## config.mk

```make
export PLATFORM = sky130hd
export DESIGN_NAME = serv_imm_sequencer
export DESIGN_NICKNAME = d
export VERILOG_FILES = /design/src/rtl/serv_imm_pkg.sv /design/src/rtl/serv_imm_fmt_dec.sv /design/src/rtl/serv_imm_sequencer.sv
export SDC_FILE = /design/constraint.sdc
export NUM_CORES = 1
export LEC_CHECK = 0
export ABC_AREA = 1
export CAP_MARGIN = 10
export CORE_ASPECT_RATIO = 0.9
export CORE_UTILIZATION = 38
export DETAILED_ROUTE_END_ITERATION = 10
export GPL_TIMING_DRIVEN = 0
export PLACE_DENSITY_LB_ADDON = 0.25
export SLEW_MARGIN = 20
export SYNTH_ARGS = -nofsm -noshare
export SYNTH_HDL_FRONTEND = slang
export SYNTH_SLANG_ARGS = --single-unit
export TNS_END_PERCENT = 10
```

## constraint.sdc

```tcl
create_clock -name i_clk -period 1.3 [get_ports i_clk]
set_input_delay 0.26 -clock i_clk [delete_from_list [all_inputs] [get_ports i_clk]]
set_output_delay 0.26 -clock i_clk [all_outputs]
set_load 0.005 [all_outputs]
```

## src/rtl/serv_imm_pkg.sv

```systemverilog
// -----------------------------------------------------------------------------
// serv_imm_pkg
//   Shared types and constants for the serv immediate-decoder sequencer:
//   sequencer state encoding, RV32 major opcodes (instr[6:2]), instruction
//   format enumeration and the per-format immdec_en / ctrl masks that drive
//   serv_immdec.
// -----------------------------------------------------------------------------
package serv_imm_pkg;

  typedef enum logic [1:0] {
    ST_IDLE = 2'd0,
    ST_LOAD = 2'd1,
    ST_RUN  = 2'd2,
    ST_DONE = 2'd3
  } state_e;

  typedef enum logic [2:0] {
    FMT_I   = 3'd0,
    FMT_S   = 3'd1,
    FMT_B   = 3'd2,
    FMT_U   = 3'd3,
    FMT_J   = 3'd4,
    FMT_R   = 3'd5,
    FMT_SYS = 3'd6,
    FMT_ILL = 3'd7
  } fmt_e;

  // Major opcodes, instr[6:2]
  localparam logic [4:0] OPC_LOAD   = 5'b00000;
  localparam logic [4:0] OPC_OP_IMM = 5'b00100;
  localparam logic [4:0] OPC_AUIPC  = 5'b00101;
  localparam logic [4:0] OPC_STORE  = 5'b01000;
  localparam logic [4:0] OPC_OP     = 5'b01100;
  localparam logic [4:0] OPC_LUI    = 5'b01101;
  localparam logic [4:0] OPC_BRANCH = 5'b11000;
  localparam logic [4:0] OPC_JALR   = 5'b11001;
  localparam logic [4:0] OPC_JAL    = 5'b11011;
  localparam logic [4:0] OPC_SYSTEM = 5'b11100;

  // Field shift enables into serv_immdec
  localparam logic [3:0] IMM_EN_I    = 4'b0011;
  localparam logic [3:0] IMM_EN_S    = 4'b0101;
  localparam logic [3:0] IMM_EN_B    = 4'b1101;
  localparam logic [3:0] IMM_EN_U    = 4'b1000;
  localparam logic [3:0] IMM_EN_J    = 4'b1110;
  localparam logic [3:0] IMM_EN_NONE = 4'b0000;

  // ctrl = {is_u, is_j, is_b, is_s}
  localparam logic [3:0] CTRL_S    = 4'b0001;
  localparam logic [3:0] CTRL_B    = 4'b0010;
  localparam logic [3:0] CTRL_J    = 4'b0100;
  localparam logic [3:0] CTRL_U    = 4'b1000;
  localparam logic [3:0] CTRL_NONE = 4'b0000;

  function automatic logic [3:0] fmt_immdec_en(input fmt_e f);
    logic [3:0] m;
    m = IMM_EN_NONE;
    case (f)
      FMT_I:   m = IMM_EN_I;
      FMT_S:   m = IMM_EN_S;
      FMT_B:   m = IMM_EN_B;
      FMT_U:   m = IMM_EN_U;
      FMT_J:   m = IMM_EN_J;
      default: m = IMM_EN_NONE;
    endcase
    return m;
  endfunction

  function automatic logic [3:0] fmt_ctrl(input fmt_e f);
    logic [3:0] m;
    m = CTRL_NONE;
    case (f)
      FMT_S:   m = CTRL_S;
      FMT_B:   m = CTRL_B;
      FMT_U:   m = CTRL_U;
      FMT_J:   m = CTRL_J;
      default: m = CTRL_NONE;
    endcase
    return m;
  endfunction

endpackage

```

## src/rtl/serv_imm_fmt_dec.sv

```systemverilog
// -----------------------------------------------------------------------------
// serv_imm_fmt_dec
//   Combinational instruction-format decoder.
//   Ports:
//     quad_i       instr[1:0]; anything other than 2'b11 is not RV32 base
//     opcode_i     instr[6:2]
//     f3_imm_i     instr[14] (funct3[2]); selects the CSR immediate variants
//     immdec_en_o  per-format field shift enables
//     ctrl_o       {is_u, is_j, is_b, is_s}
//     csr_imm_en_o CSR immediate select (SYSTEM only)
//     illegal_o    opcode not recognised
// -----------------------------------------------------------------------------
module serv_imm_fmt_dec
  import serv_imm_pkg::*;
(
  input  logic [1:0] quad_i,
  input  logic [4:0] opcode_i,
  input  logic       f3_imm_i,
  output logic [3:0] immdec_en_o,
  output logic [3:0] ctrl_o,
  output logic       csr_imm_en_o,
  output logic       illegal_o
);

  fmt_e fmt;

  always_comb begin
    fmt = FMT_ILL;
    if (quad_i == 2'b11) begin
      case (opcode_i)
        OPC_OP_IMM, OPC_LOAD, OPC_JALR: fmt = FMT_I;
        OPC_STORE:                      fmt = FMT_S;
        OPC_BRANCH:                     fmt = FMT_B;
        OPC_LUI, OPC_AUIPC:             fmt = FMT_U;
        OPC_JAL:                        fmt = FMT_J;
        OPC_OP:                         fmt = FMT_R;
        OPC_SYSTEM:                     fmt = FMT_SYS;
        default:                        fmt = FMT_ILL;
      endcase
    end
  end

  assign immdec_en_o  = fmt_immdec_en(fmt);
  assign ctrl_o       = fmt_ctrl(fmt);
  assign csr_imm_en_o = (fmt == FMT_SYS) & f3_imm_i;
  assign illegal_o    = (fmt == FMT_ILL);

endmodule

```

## src/rtl/serv_imm_sequencer.sv

```systemverilog
// -----------------------------------------------------------------------------
// serv_imm_sequencer
//   Sequences serv_immdec for one instruction at a time:
//   IDLE (accept) -> LOAD (one wb_en pulse) -> RUN (2^CNT_W enabled bit
//   cycles, stallable) -> DONE (one-cycle done/illegal pulse) -> IDLE.
//   Ports:
//     i_clk, i_rst_n          clock, async active-low reset
//     i_instr_valid/i_instr   instruction offer; o_instr_ready high in IDLE
//     i_stall                 pauses the serial count (when STALL_EN)
//     o_wb_en/o_wb_rdt        decoder load pulse and latched instr[31:7]
//     o_cnt_en/o_cnt          serial bit enable and current bit index
//     o_cnt_done              last enabled bit of the run
//     o_immdec_en/o_ctrl      per-format decoder controls (0 in IDLE)
//     o_csr_imm_en            CSR immediate select
//     o_busy/o_done/o_illegal status
// -----------------------------------------------------------------------------
module serv_imm_sequencer
  import serv_imm_pkg::*;
#(
  parameter int CNT_W    = 5,
  parameter bit STALL_EN = 1'b1
) (
  input  logic             i_clk,
  input  logic             i_rst_n,
  input  logic             i_instr_valid,
  output logic             o_instr_ready,
  input  logic [31:0]      i_instr,
  input  logic             i_stall,
  output logic             o_wb_en,
  output logic [24:0]      o_wb_rdt,
  output logic             o_cnt_en,
  output logic [CNT_W-1:0] o_cnt,
  output logic             o_cnt_done,
  output logic [3:0]       o_immdec_en,
  output logic [3:0]       o_ctrl,
  output logic             o_csr_imm_en,
  output logic             o_busy,
  output logic             o_done,
  output logic             o_illegal
);

  state_e           state_q, state_d;
  logic [CNT_W-1:0] cnt_q, cnt_d;
  logic [24:0]      wb_rdt_q, wb_rdt_d;
  logic [3:0]       immdec_en_q, immdec_en_d;
  logic [3:0]       ctrl_q, ctrl_d;
  logic             csr_imm_en_q, csr_imm_en_d;
  logic             illegal_q, illegal_d;

  logic [3:0]       dec_immdec_en;
  logic [3:0]       dec_ctrl;
  logic             dec_csr_imm_en;
  logic             dec_illegal;

  logic             accept;
  logic             cnt_en;
  logic             cnt_done;

  serv_imm_fmt_dec u_fmt_dec (
    .quad_i       (i_instr[1:0]),
    .opcode_i     (i_instr[6:2]),
    .f3_imm_i     (i_instr[14]),
    .immdec_en_o  (dec_immdec_en),
    .ctrl_o       (dec_ctrl),
    .csr_imm_en_o (dec_csr_imm_en),
    .illegal_o    (dec_illegal)
  );

  assign accept   = (state_q == ST_IDLE) & i_instr_valid;
  // Stall only matters while running; LOAD always completes in one cycle.
  assign cnt_en   = (state_q == ST_RUN) & ~(i_stall & STALL_EN);
  // Tied to cnt_en so a stall on the last bit holds off the done indication.
  assign cnt_done = cnt_en & (cnt_q == {CNT_W{1'b1}});

  always_comb begin
    state_d      = state_q;
    cnt_d        = cnt_q;
    wb_rdt_d     = wb_rdt_q;
    immdec_en_d  = immdec_en_q;
    ctrl_d       = ctrl_q;
    csr_imm_en_d = csr_imm_en_q;
    illegal_d    = illegal_q;

    case (state_q)
      ST_IDLE: begin
        if (accept) begin
          state_d      = ST_LOAD;
          wb_rdt_d     = i_instr[31:7];
          immdec_en_d  = dec_immdec_en;
          ctrl_d       = dec_ctrl;
          csr_imm_en_d = dec_csr_imm_en;
          illegal_d    = dec_illegal;
        end
      end
      ST_LOAD: begin
        state_d = ST_RUN;
        cnt_d   = '0;
      end
      ST_RUN: begin
        if (cnt_en) begin
          // Natural wrap takes the counter back to 0 on the last bit.
          cnt_d = cnt_q + 1'b1;
          if (cnt_done) begin
            state_d = ST_DONE;
          end
        end
      end
      ST_DONE: begin
        state_d      = ST_IDLE;
        // Decoder controls read as zero whenever the sequencer is idle.
        immdec_en_d  = '0;
        ctrl_d       = '0;
        csr_imm_en_d = 1'b0;
        illegal_d    = 1'b0;
      end
      default: begin
        state_d = ST_IDLE;
      end
    endcase
  end

  always_ff @(posedge i_clk or negedge i_rst_n) begin
    if (!i_rst_n) begin
      state_q      <= ST_IDLE;
      cnt_q        <= '0;
      wb_rdt_q     <= '0;
      immdec_en_q  <= '0;
      ctrl_q       <= '0;
      csr_imm_en_q <= 1'b0;
      illegal_q    <= 1'b0;
    end else begin
      state_q      <= state_d;
      cnt_q        <= cnt_d;
      wb_rdt_q     <= wb_rdt_d;
      immdec_en_q  <= immdec_en_d;
      ctrl_q       <= ctrl_d;
      csr_imm_en_q <= csr_imm_en_d;
      illegal_q    <= illegal_d;
    end
  end

  assign o_instr_ready = (state_q == ST_IDLE);
  assign o_wb_en       = (state_q == ST_LOAD);
  assign o_wb_rdt      = wb_rdt_q;
  assign o_cnt_en      = cnt_en;
  assign o_cnt         = cnt_q;
  assign o_cnt_done    = cnt_done;
  assign o_immdec_en   = immdec_en_q;
  assign o_ctrl        = ctrl_q;
  assign o_csr_imm_en  = csr_imm_en_q;
  assign o_busy        = (state_q != ST_IDLE);
  assign o_done        = (state_q == ST_DONE);
  assign o_illegal     = (state_q == ST_DONE) & illegal_q;

endmodule

```

Yosys cells after proc, flatten, opt, wreduce, memory -nomap -nowiden
Memories as Yosys holds them, arrays and structs flattened.
Index checks and enable logic that the tools add are counted.

word-level totals
  logic and storage cells = 55
  memory bits (read-only) = 96
  bits of input ports = 36
  memories kept = 1
  bits in registers = 42
  output and inout port bits = 46

memory list
  name              depth  width  rd ports  clocked after memory_dff  write ports  line                    text
  (name not given)  32     3      1         0                         0            serv_imm_fmt_dec.sv:30  case (opcode_i)

operators by class
  reductions and logical operators = 9
  equal/unequal tests = 14
  muxes and demuxes = 17
  bitwise gates (word level) = 6
  $add $sub $neg = 1

operators by type and width
  cell                   count
  $pmux W4 S5            1
  $pmux W4 S2            2
  $pmux W4 S4            1
  $pmux W5 S2            1
  $eq A3 B3 Y1 const B   3
  $mux W4                2
  $pmux W2 S4            1
  $eq A2 B2 Y1 const B   3
  $eq A3 B2 Y1 const B   2
  $mux W2                3
  $reduce_and A2 Y1      3
  $reduce_bool A2 Y1     3
  $add A5 B1 Y5 const B  1
  $and A1 B1 Y1          5
  $eq A5 B5 Y1 const B   1
  $mux W5                1
  $ne A2 B2 Y1 const B   2
  $pmux W1 S2            2
  $eq A3 B1 Y1 const B   1
  $logic_not A3 Y1       1
  $mux W3                1
  $reduce_and A3 Y1      1
  $eq A2 B1 Y1 const B   1
  $logic_not A2 Y1       1
  3 further kinds        4

Longest topological paths before layout
Gate-level depths: netlist (run 1).

  depth in word-level cells = 6
  gate-level depth with buffers = 10
  depth with buffers taken out = 10

Modules after synthesis
Synthesis (run 1) repeated with hierarchy kept, for this count alone.

second synthesis, totals
  cells, all modules = 258
  area, all modules = 2075.7 um2

by module, submodules not included
  module              area each (um2)  instances  seq. area each (um2)  cells an instance
  serv_imm_sequencer  1828.0           1          1051.0                209
  serv_imm_fmt_dec    247.7            1          0.0                   49

Worst setup path before layout (run 1)
OpenSTA, ideal clock, no wires.

  path kind = flip-flop to flip-flop
  from = register cnt_q[0] (netlist: o_cnt[0])
  to = register state_q[1]
  required time = 1.169 ns
  clock period less this slack = 1.465 ns
  setup slack = -0.165 ns
  stages on the path, launching flop included = 10
  buffers on the path = 0
  data arrival time = 1.334 ns
  setup time = 0.131 ns
  cell sequence = dfrtp_1 > ha_1 > inv_1 > nor3_1 > ha_1 > inv_1 > o21ai_0 > o21ai_0 > nor2_1 > a21oi_1

on the way
  longest elaborated chain between the ends = 4

RTL lines
  element                             line                       text
  start: declaration                  serv_imm_sequencer.sv:43   logic [CNT_W-1:0] cnt_q, cnt_d;
  start signal: assignment            serv_imm_sequencer.sv:133  cnt_q <= cnt_d;
  $eq A5 B5 Y1                        serv_imm_sequencer.sv:73   assign cnt_done = cnt_en & (cnt_q == {CNT_W{1'b1}});
  $and A1 B1 Y1                       serv_imm_sequencer.sv:73
  $ne A2 B2 Y1 (no source line)       n/a
  $reduce_and A3 Y1 (no source line)  n/a
  end signal: assignment              serv_imm_sequencer.sv:132  state_q <= state_d;
  end: declaration                    serv_imm_sequencer.sv:42   state_e state_q, state_d;

Every way passes these cells.
A chain may end at the register's enable or synchronous reset.

Worst setup path in the final report (run 1)
  from = register cnt_q[0] (netlist: o_cnt[0])
  to = output port o_cnt_done

on the way
  longest elaborated chain between the ends = 2

RTL lines
  element           line                      text
  $eq A5 B5 Y1      serv_imm_sequencer.sv:73
  $and A1 B1 Y1     serv_imm_sequencer.sv:73
  end: declaration  serv_imm_sequencer.sv:33  output logic o_cnt_done,

Every way passes these cells.

==> results of run 1 <==
## state kept, by name (all words and copies together), names as in the netlist
name / cells
illegal_q: 1
o_cnt: 5
o_csr_imm_en: 1
o_wb_rdt: 25
o_immdec_en: 4
o_ctrl: 4
state_q: 2
## worst max-delay path, cell delays in order, from the launching register on
cell and delay, ns:
dfrtp_1 0.39, ha_2 0.21, inv_2 0.06, nor3_2 0.11
ha_1 0.16, inv_1 0.06, nor2_2 0.09, buf_2 0.11
## cells by family (layout without fill, tap and decap cells)
logic type | after synthesis | after routing | share of synthesized area
compound gates | 16 | 16 | 0.0446
fa+ha+maj | 6 | 6 | 0.0382
buf+inv | 29 | 147 | 0.0611
flops | 42 | 42 | 0.535
simple gates | 154 | 154 | 0.321
## stage by stage
step | worst slack (ns) | TNS, ns | power [mW] | util | hold slack (ns)
after detailed placement | -0.609 | -11.03 | 4.45 | 0.588 | 0.268
after CTS | -0.417 | -6.74 | 5.76 | 0.660 | 0.482
final | -0.427 | -9.02 | 6.06 | 0.681 | 0.472
after global placement | -1.13 | -58.17 | 4.38 | 0.584 | 0.460
after global routing | -0.479 | -11.92 | 6.49 | 0.681 | 0.501
after floorplan | -0.127 | -0.594 | 3.08 | - | -0.0356
## synthesized netlist by cell type (all sizes together)
library cell / count
a21oi: 1
a22oi: 1
a31oi: 1
buf: 3
clkbuf: 2
clkinv: 1
dfrtp: 42
ha: 6
inv: 23
nand2: 124
nand3: 12
nand4: 1
nor2: 15
nor3: 1
o21ai: 13
or2: 1
## metal layers
metal | part of all wire | vias up
met5 | 0 | -
li1 | - | 993
met2 | 0.48 | 70
met4 | 0.0099 | 0
met3 | 0.063 | 7
met1 | 0.44 | 892
## cell usage in the layout (no fill, tap or decap), types with 4 or more instances in the layout
master / n
nand2_1: 115
dfrtp_1: 42
dlygate4sd2_1: 37
clkdlybuf4s50_1: 34
buf_4: 17
inv_1: 15
buf_6: 15
nand3_1: 10
nor2_1: 7
o21ai_1: 7
inv_2: 6
nand2_2: 6
clkbuf_8: 6
nor2_2: 5
buf_2: 5
ha_4: 4
## layout make-up
cell class                 instances  share of cell area
multi-input combinational        176               0.278
timing repair buffer             111               0.307
clock buffer                       7              0.0259
sequential                        42               0.315
buffer                             4              0.0169
clock inverter                     1             0.00150
tap                               65              0.0244
inverter                          24              0.0315
## power by group
group / total [mW] / internal [mW] / switching [mW]
Sequential: 2.04 / 1.77 / 0.270
Combinational: 3.17 / 1.69 / 1.48
Clock: 0.856 / 0.429 / 0.427
## what timing repair did
item,in CTS,in global routing
pin swaps,6,12
endpoints found under the hold margin,21,0
setup buffers,20,9
setup endpoints to repair,84,49
hold buffers,1,0
gates resized for setup,120,21
cloned,0,0
## final timing paths
check,startpoint,to,slack (ns)
max,o_cnt[0],o_cnt_done,-0.43
min,o_wb_rdt[1],o_wb_rdt[1],0.47
max reg2reg,o_cnt[0],state_q[0],-0.27
min reg2reg,o_wb_rdt[1],o_wb_rdt[1],0.47
max in group asynchronous,i_rst_n,o_wb_rdt[1],0.31
min in group asynchronous,i_rst_n,o_cnt[2],0.49
==> results.py, run 1 <==
metrics = {
    "final_layout": {
        "fill_cells": 406,
        "n_antenna_cell": 0,
        "final-seq-area_um2": 1050,
        "final_area_um2": 3330,
        "multi_input_area_um2": 927,
        "finalNetCount": 406,
        "instances_no_fill": 430,
        "layout-drive-gt1-share": 0.244,
        "area_delta_synth_final_pct": 69.7,
    },
    "place": {
        "place_congestion": 0.853,
        "dpl-instance-area_um2": 2880,
        "hpwl_mm": 3.38,
        "portBuffers": 81,
        "dp_cells": 394,
    },
    "global_route": {
        "grt_usage": 0.192,
        "grt_max_degree": 23,
        "met2_usage": 0.323,
        "antenna_found_initial": 0,
        "grt_busiest_layer": "met2",
        "grt_use_met3": 0.0471,
        "overflow": 0,
        "grt_pass1_wl_mm": 8.18,
        "grt_pass1_vias": 1813,
        "use_met1": 0.241,
    },
    "cts": {
        "cts_tree": "yes",
        "clk_latency_ns": 0.29,
        "cts.sinks": 42,
        "htreeDepth": 2,
        "cts_buffers": 5,
        "clockRootBuffer": "clkbuf_8",
        "clockBufferDepth": 2,
        "cts.clk_slew.worst_paths_ns": 0.08,
    },
    "yosys": {
        "yosys_warnings": 0,
        "yosysTopAreaCell": "dfrtp_1",
        "synth_nets": 289,
        "synth.area.top_cells": "dfrtp_1, nand2_1, ha_1",
        "synth_cell_types": 24,
        "synth_top_cell_area_share": 0.535,
        "syn_avg_cell_area_um2": 7.95,
        "syn-cell-area_um2": 1960,
        "yosysSeqAreaShare": 0.535,
        "ys_ff_latch": 42,
        "synth_cells": 247,
    },
    "route": {
        "avgViaCountPerCell": 4.56,
        "drc_errors": 0,
        "drtIter0Drc": 48,
        "drt_first_pass_iters": 4,
        "ant_nets": 0,
        "routed_wl_mm": 5.25,
        "routedWlPerCell_um": 12.2,
        "vias": 1962,
    },
    "timing": {
        "skew_ns": 0.00613,
        "drv_slew": 0,
        "finalHoldViolations": 0,
        "layout_setup_ws_ns": -0.427,
        "timing.fmax_ghz": 0.579,
        "finalSetupViolations": 46,
        "period_share": 1.33,
        "maxSlewHeadroom": 0.638,
        "tightest_slew_ns": 0.543,
        "rsz0062_at_grt": "yes",
        "fin_crit_ns": 1.73,
    },
    "floorplanning": {
        "fp.dieH_um": 70.2,
        "rows": 24,
        "start_util": 0.401,
        "die_area_um2": 5460,
        "pin_count": 82,
        "core_area_um2": 4890,
        "fp.dieW_um": 77.8,
    },
    "worst_hold_path": {
        "hp-class": "flop to flop",
        "hold_depth": 2,
    },
    "setup_path": {
        "worstSetupPathType": "flop to primary output",
        "end_kind": "primary output",
        "worstRegToRegCells": 8,
        "critPathLaunchType": "flop",
        "cp_max_fo": 2,
        "required_ns": 1.04,
        "cp.arrival_ns": 1.47,
    },
    "pwr": {
        "power_density_nw_per_um2": 1820,
        "ir_drop_uv": 818,
        "p_leak_nw": 1.81,
    },
    "run_status": {
        "status": "finished, violations left",
        "violations": "setup timing",
    },
    "job": {
        "drv_cap": 0,
    },
}
Note: power is estimated with default switching activity, not from simulation.
==> inputs of run 2 (changes only) <==
Settings changed: CORE_ASPECT_RATIO 0.9 to default.
==> run 2 against run 1 <==
  * The run still ends with setup timing left
  * Utilization down 1.4 points
  * Non-clock buffer count down 8
  * Routed wire length down 7.0%
  * Maximum frequency up 2.6%
  * Largest cell class is now registers
  * Clock-buffer cell count unchanged
  * Sequential power about the same
==> results.py, run 2 (same netlist as run 1, synthesis figures left out) <==
metrics = {
    "timing": {
        "skew_ns": 0.00566,
        "maxSlewHeadroom": 0.647,
        "tns_ns": -5.75,
        "finalHoldViolations": 0,
        "tightest_slew_ns": 0.530,
        "finalSetupViolations": 47,
        "timing.fmax_ghz": 0.594,
        "whs_ns": 0.475,
        "period_share": 1.30,
        "fin_crit_ns": 1.68,
        "drv_slew": 0,
        "rsz0062_at_grt": "yes",
        "layout_setup_ws_ns": -0.384,
    },
    "route": {
        "drc_errors": 0,
        "vias": 1892,
        "drt_first_pass_iters": 4,
        "ant_nets": 0,
        "avgViaCountPerCell": 4.46,
        "routed_wl_mm": 4.88,
        "routedWlPerCell_um": 11.5,
        "drtIter0Drc": 59,
    },
    "final_layout": {
        "finalNetCount": 398,
        "layout-drive-gt1-share": 0.224,
        "largest_reg_flops": 25,
        "layout.cells.most_common_list": "nand2_1, dfrtp_1, dlygate4sd2_1, clkdlybuf4s50_1, inv_1",
        "instances_no_fill": 424,
        "area_delta_synth_final_pct": 64.6,
        "n_antenna_cell": 0,
        "layout_commonest_cell": "nand2_1",
    },
    "floorplanning": {
        "pin_count": 82,
        "die_area_um2": 5460,
        "start_util": 0.405,
        "fp.dieW_um": 73.9,
        "fp.dieH_um": 73.9,
        "core_area_um2": 4850,
        "rows": 25,
    },
    "setup_path": {
        "required_ns": 1.04,
        "cp.arrival_ns": 1.42,
        "path_buf_inv": 3,
        "crit_cells": 6,
        "crit_slowest_cell": "dfrtp_1",
        "crit_family": "flip-flops",
        "cp_common_cell": "inv_2",
        "path_cells": "inv_2 -> ha_4 -> inv_2 -> or2_4 -> nor2_1 -> buf_2",
        "worstRegToRegCells": 9,
        "cpPeakStageDelay_ns": 0.40,
        "critPathLaunchType": "flop",
        "cp_max_fo": 3,
        "end_kind": "primary output",
        "worstSetupPathType": "flop to primary output",
    },
    "global_route": {
        "grt_pass1_wl_mm": 7.81,
        "antenna_found_initial": 0,
        "grt_max_degree": 23,
        "overflow": 0,
        "grt_usage": 0.188,
        "grt_pass1_vias": 1784,
    },
    "cts": {
        "cts_buffers": 5,
        "clockBufferDepth": 2,
        "cts.clk_slew.worst_paths_ns": 0.07,
        "clk_latency_ns": 0.28,
        "clockRootBuffer": "clkbuf_8",
        "cts_tree": "yes",
        "htreeDepth": 2,
        "cts.sinks": 42,
    },
    "worst_hold_path": {
        "hp-class": "flop to flop",
        "hold_depth": 2,
    },
    "place": {
        "dp_slack_ns": -0.596,
        "place_congestion": 0.850,
        "hpwl_mm": 3.39,
        "portBuffers": 81,
        "dp_cells": 396,
    },
    "run_status": {
        "status": "finished, violations left",
        "violations": "setup timing",
    },
    "job": {
        "drv_cap": 0,
    },
    "pwr": {
        "p_leak_nw": 1.76,
        "power_density_nw_per_um2": 1770,
        "ir_drop_uv": 758,
        "power_mw": 5.73,
    },
}
[run 2: per-stage QoR]
stage,cell area (um2),utilization
final,3230,0.667
after global routing,3230,0.667
after CTS,3170,0.654
after detailed placement,2880,0.594
after global placement,2860,0.590
after floorplan,1960,-
[run 2: what timing repair did]
action,4_1_cts,5_1_grt
hold endpoints to repair,21,0
resized for setup,104,25
pin swaps,12,10
hold buffers,1,0
setup endpoints to repair,88,49
setup buffers,15,5
[run 2: final cells by class]
| class | count | area (um2) |
|---|---|---|
| sequential | 42 | 1050 |
| clock inverter | 1 | 5.00 |
| multi-input combinational | 176 | 906 |
| inverter | 24 | 103 |
| fill | 398 | 1620 |
| tap | 67 | 83.8 |
| timing repair buffer | 103 | 945 |
| clock buffer | 7 | 86.3 |
| buffer | 4 | 53.8 |
[run 2: power by group]
group,switching (mW),total [mW],internal (mW)
combinational,1.35,2.87,1.51
sequential,0.258,2.03,1.77
clock,0.407,0.835,0.428
[run 2: per-layer routing]
metal	global-route usage	up-vias	routed length, um
li1	-	982	-
met1	0.245	854	2240
met2	0.310	54	2330
met3	0.0494	2	297
met4	0.0491	0	13
met5	0	-	0
[run 2: path summary, 6_finish.rpt]
path	start	to	slack, ns
worst max-delay path	state_q[0]	o_cnt_done	-0.38
worst min-delay path	o_wb_rdt[21]	o_wb_rdt[21]	0.47
worst max register to register	state_q[0]	state_q[1]	-0.21
worst min register to register	o_wb_rdt[21]	o_wb_rdt[21]	0.47
max in group asynchronous	i_rst_n	o_wb_rdt[24]	0.33
min in group asynchronous	i_rst_n	state_q[0]	0.49
[run 2: tightest hold or removal path: cells and delay by family, from the launching register on]
kind / cells / cell delay [ns]
and+or+nand+nor: 2 / 0.11
DFF: 1 / 0.34
==> inputs of run 3 (changes only) <==
Settings changed: CAP_MARGIN 10 to 20, SETUP_SLACK_MARGIN from default to 0.4.
==> run 3 against run 2 <==
  * The flow finishes with violations (hold timing, setup timing)
  * Hold slack worse by 0.59 ns
  * Sequential share of layout area up 0.37 points
  * Worst setup slack got worse by 0.062 ns
  * Clock-buffer cell count unchanged
  * Largest cell class unchanged
  * Non-clock buffer count is 2 higher
  * Critical path type unchanged
  * Largest power group unchanged
  * Sequential power hardly changed
  * Die area unchanged
  * Clock power fell by 5.9%
==> results.py, run 3 (same netlist as run 1, synthesis figures left out) <==
metrics = {
    "setup_path": {
        "cp_max_fo": 3,
        "worstSetupPathType": "flop to primary output",
        "critPathLaunchType": "flop",
        "crit_slowest_cell": "dfrtp_1",
        "end_kind": "primary output",
        "path_cells": "inv_2 -> ha_4 -> inv_2 -> or2_1 -> buf_6 -> nor2_2 -> buf_2",
        "crit_start": "state_q[0]",
        "required_ns": 1.04,
        "r2r_end": "o_cnt[2]",
        "cp.arrival_ns": 1.49,
        "worstRegToRegCells": 10,
        "cpPeakStageDelay_ns": 0.40,
        "r2r_start": "state_q[0]",
        "cp_common_cell": "inv_2",
        "r2r_slack_ns": -0.32,
    },
    "final_layout": {
        "layout_commonest_cell": "nand2_1",
        "area_delta_synth_final_pct": 62.9,
        "final_area_um2": 3200,
        "instances_no_fill": 425,
        "largest_reg_flops": 25,
        "layout-drive-gt1-share": 0.279,
        "n_antenna_cell": 0,
        "layout.cells.most_common_list": "nand2_1, dfrtp_1, clkdlybuf4s50_1, buf_2, dlygate4sd2_1",
        "fill_cells": 413,
        "finalNetCount": 400,
    },
    "place": {
        "dpl-instance-area_um2": 2900,
        "dp_cells": 396,
        "place_congestion": 0.834,
        "hpwl_mm": 3.55,
        "dp_slack_ns": -0.621,
        "portBuffers": 81,
    },
    "cts": {
        "cts_buffers": 5,
        "htreeDepth": 2,
        "clockBufferDepth": 2,
        "cts_tree": "yes",
        "clockRootBuffer": "clkbuf_8",
        "cts.clk_slew.worst_paths_ns": 0.08,
        "clk_latency_ns": 0.29,
        "cts.sinks": 42,
    },
    "timing": {
        "maxSlewHeadroom": 0.730,
        "layout_setup_ws_ns": -0.446,
        "finalHoldViolations": 16,
        "tightest_slew_ns": 0.405,
        "finalSetupViolations": 50,
        "drv_slew": 0,
        "rsz0062_at_grt": "yes",
        "period_share": 1.34,
        "skew_ns": 0.00731,
        "whs_ns": -0.115,
        "timing.fmax_ghz": 0.573,
        "fin_crit_ns": 1.75,
    },
    "global_route": {
        "grt_pass1_vias": 1887,
        "grt_max_degree": 27,
        "antenna_found_initial": 0,
        "grt_pass1_wl_mm": 8.25,
        "overflow": 0,
        "grt_usage": 0.197,
    },
    "route": {
        "drc_errors": 0,
        "drt_first_pass_iters": 4,
        "avgViaCountPerCell": 4.51,
        "drtIter0Drc": 34,
        "ant_nets": 0,
        "routedWlPerCell_um": 12.1,
        "routed_wl_mm": 5.15,
        "vias": 1915,
    },
    "run_status": {
        "violations": "hold timing, setup timing",
        "status": "finished, violations left",
    },
    "job": {
        "drv_cap": 0,
    },
    "pwr": {
        "power_density_nw_per_um2": 1810,
        "power_mw": 5.79,
        "ir_drop_uv": 743,
        "p_leak_nw": 1.74,
    },
    "floorplanning": {
        "start_util": 0.405,
        "core_area_um2": 4850,
        "die_area_um2": 5460,
        "fp.dieH_um": 73.9,
        "rows": 25,
        "pin_count": 82,
        "fp.dieW_um": 73.9,
    },
    "worst_hold_path": {
        "hp-class": "input pin to asynchronous set/reset pin",
    },
}
==> run 3: layer usage <==
metal,global-route usage,vias up,wire length [um]
met5,0,-,0
met4,0.0534,0,57
met3,0.0535,8,260
met2,0.342,54,2560
met1,0.240,874,2280
li1,-,979,-
==> run 3: worst max-delay path by stage <==
stage | endpoint | slack (ns) | depth (start not counted)
after floorplan | state_q[1] | -0.09 | 9
after global placement | o_wb_rdt[1] | -1.16 | 1
after detailed placement | o_cnt_done | -0.62 | 5
after CTS | o_cnt_done | -0.42 | 7
after global routing | o_cnt_done | -0.54 | 7
final | o_cnt_done | -0.45 | 7
==> run 3: final cells by class <==
| cell class | instances | area, um2 | area share |
|---|---|---|---|
| inverter | 24 | 105 | 0.0328 |
| sequential | 42 | 1050 | 0.329 |
| timing repair buffer | 104 | 900 | 0.281 |
| buffer | 5 | 66.3 | 0.0207 |
| multi-input combinational | 176 | 917 | 0.287 |
| tap | 67 | 83.8 | 0.0262 |
| clock buffer | 7 | 76.3 | 0.0238 |
==> run 3: power breakdown <==
| part | switching [mW] | internal, mW |
|---|---|---|
| clock | 0.416 | 0.370 |
| sequential | 0.254 | 1.77 |
| combinational | 1.41 | 1.56 |
==> run 3: worst max-delay path: cells and delay by family, from the launching register on <==
family / cells / cell delay (ns)
flops: 1 / 0.40
buf+inv: 4 / 0.36
simple gates: 2 / 0.28
fa+ha+maj: 1 / 0.14
==> run 3: timing repair <==
item,CTS,global route
cloned,0,0
gates resized for setup,157,25
setup endpoints to repair,88,88
endpoints found under the hold margin,16,16
setup buffers,19,3
pin swaps,9,14
==> run 3: through the flow <==
| step | setup TNS, ns | util |
|---|---|---|
| after global routing | -12.47 | 0.660 |
| final | -9.82 | 0.660 |
| after global placement | -59.43 | 0.595 |
| after detailed placement | -12.20 | 0.598 |
| after CTS | -7.24 | 0.646 |
| after floorplan | -0.952 | - |
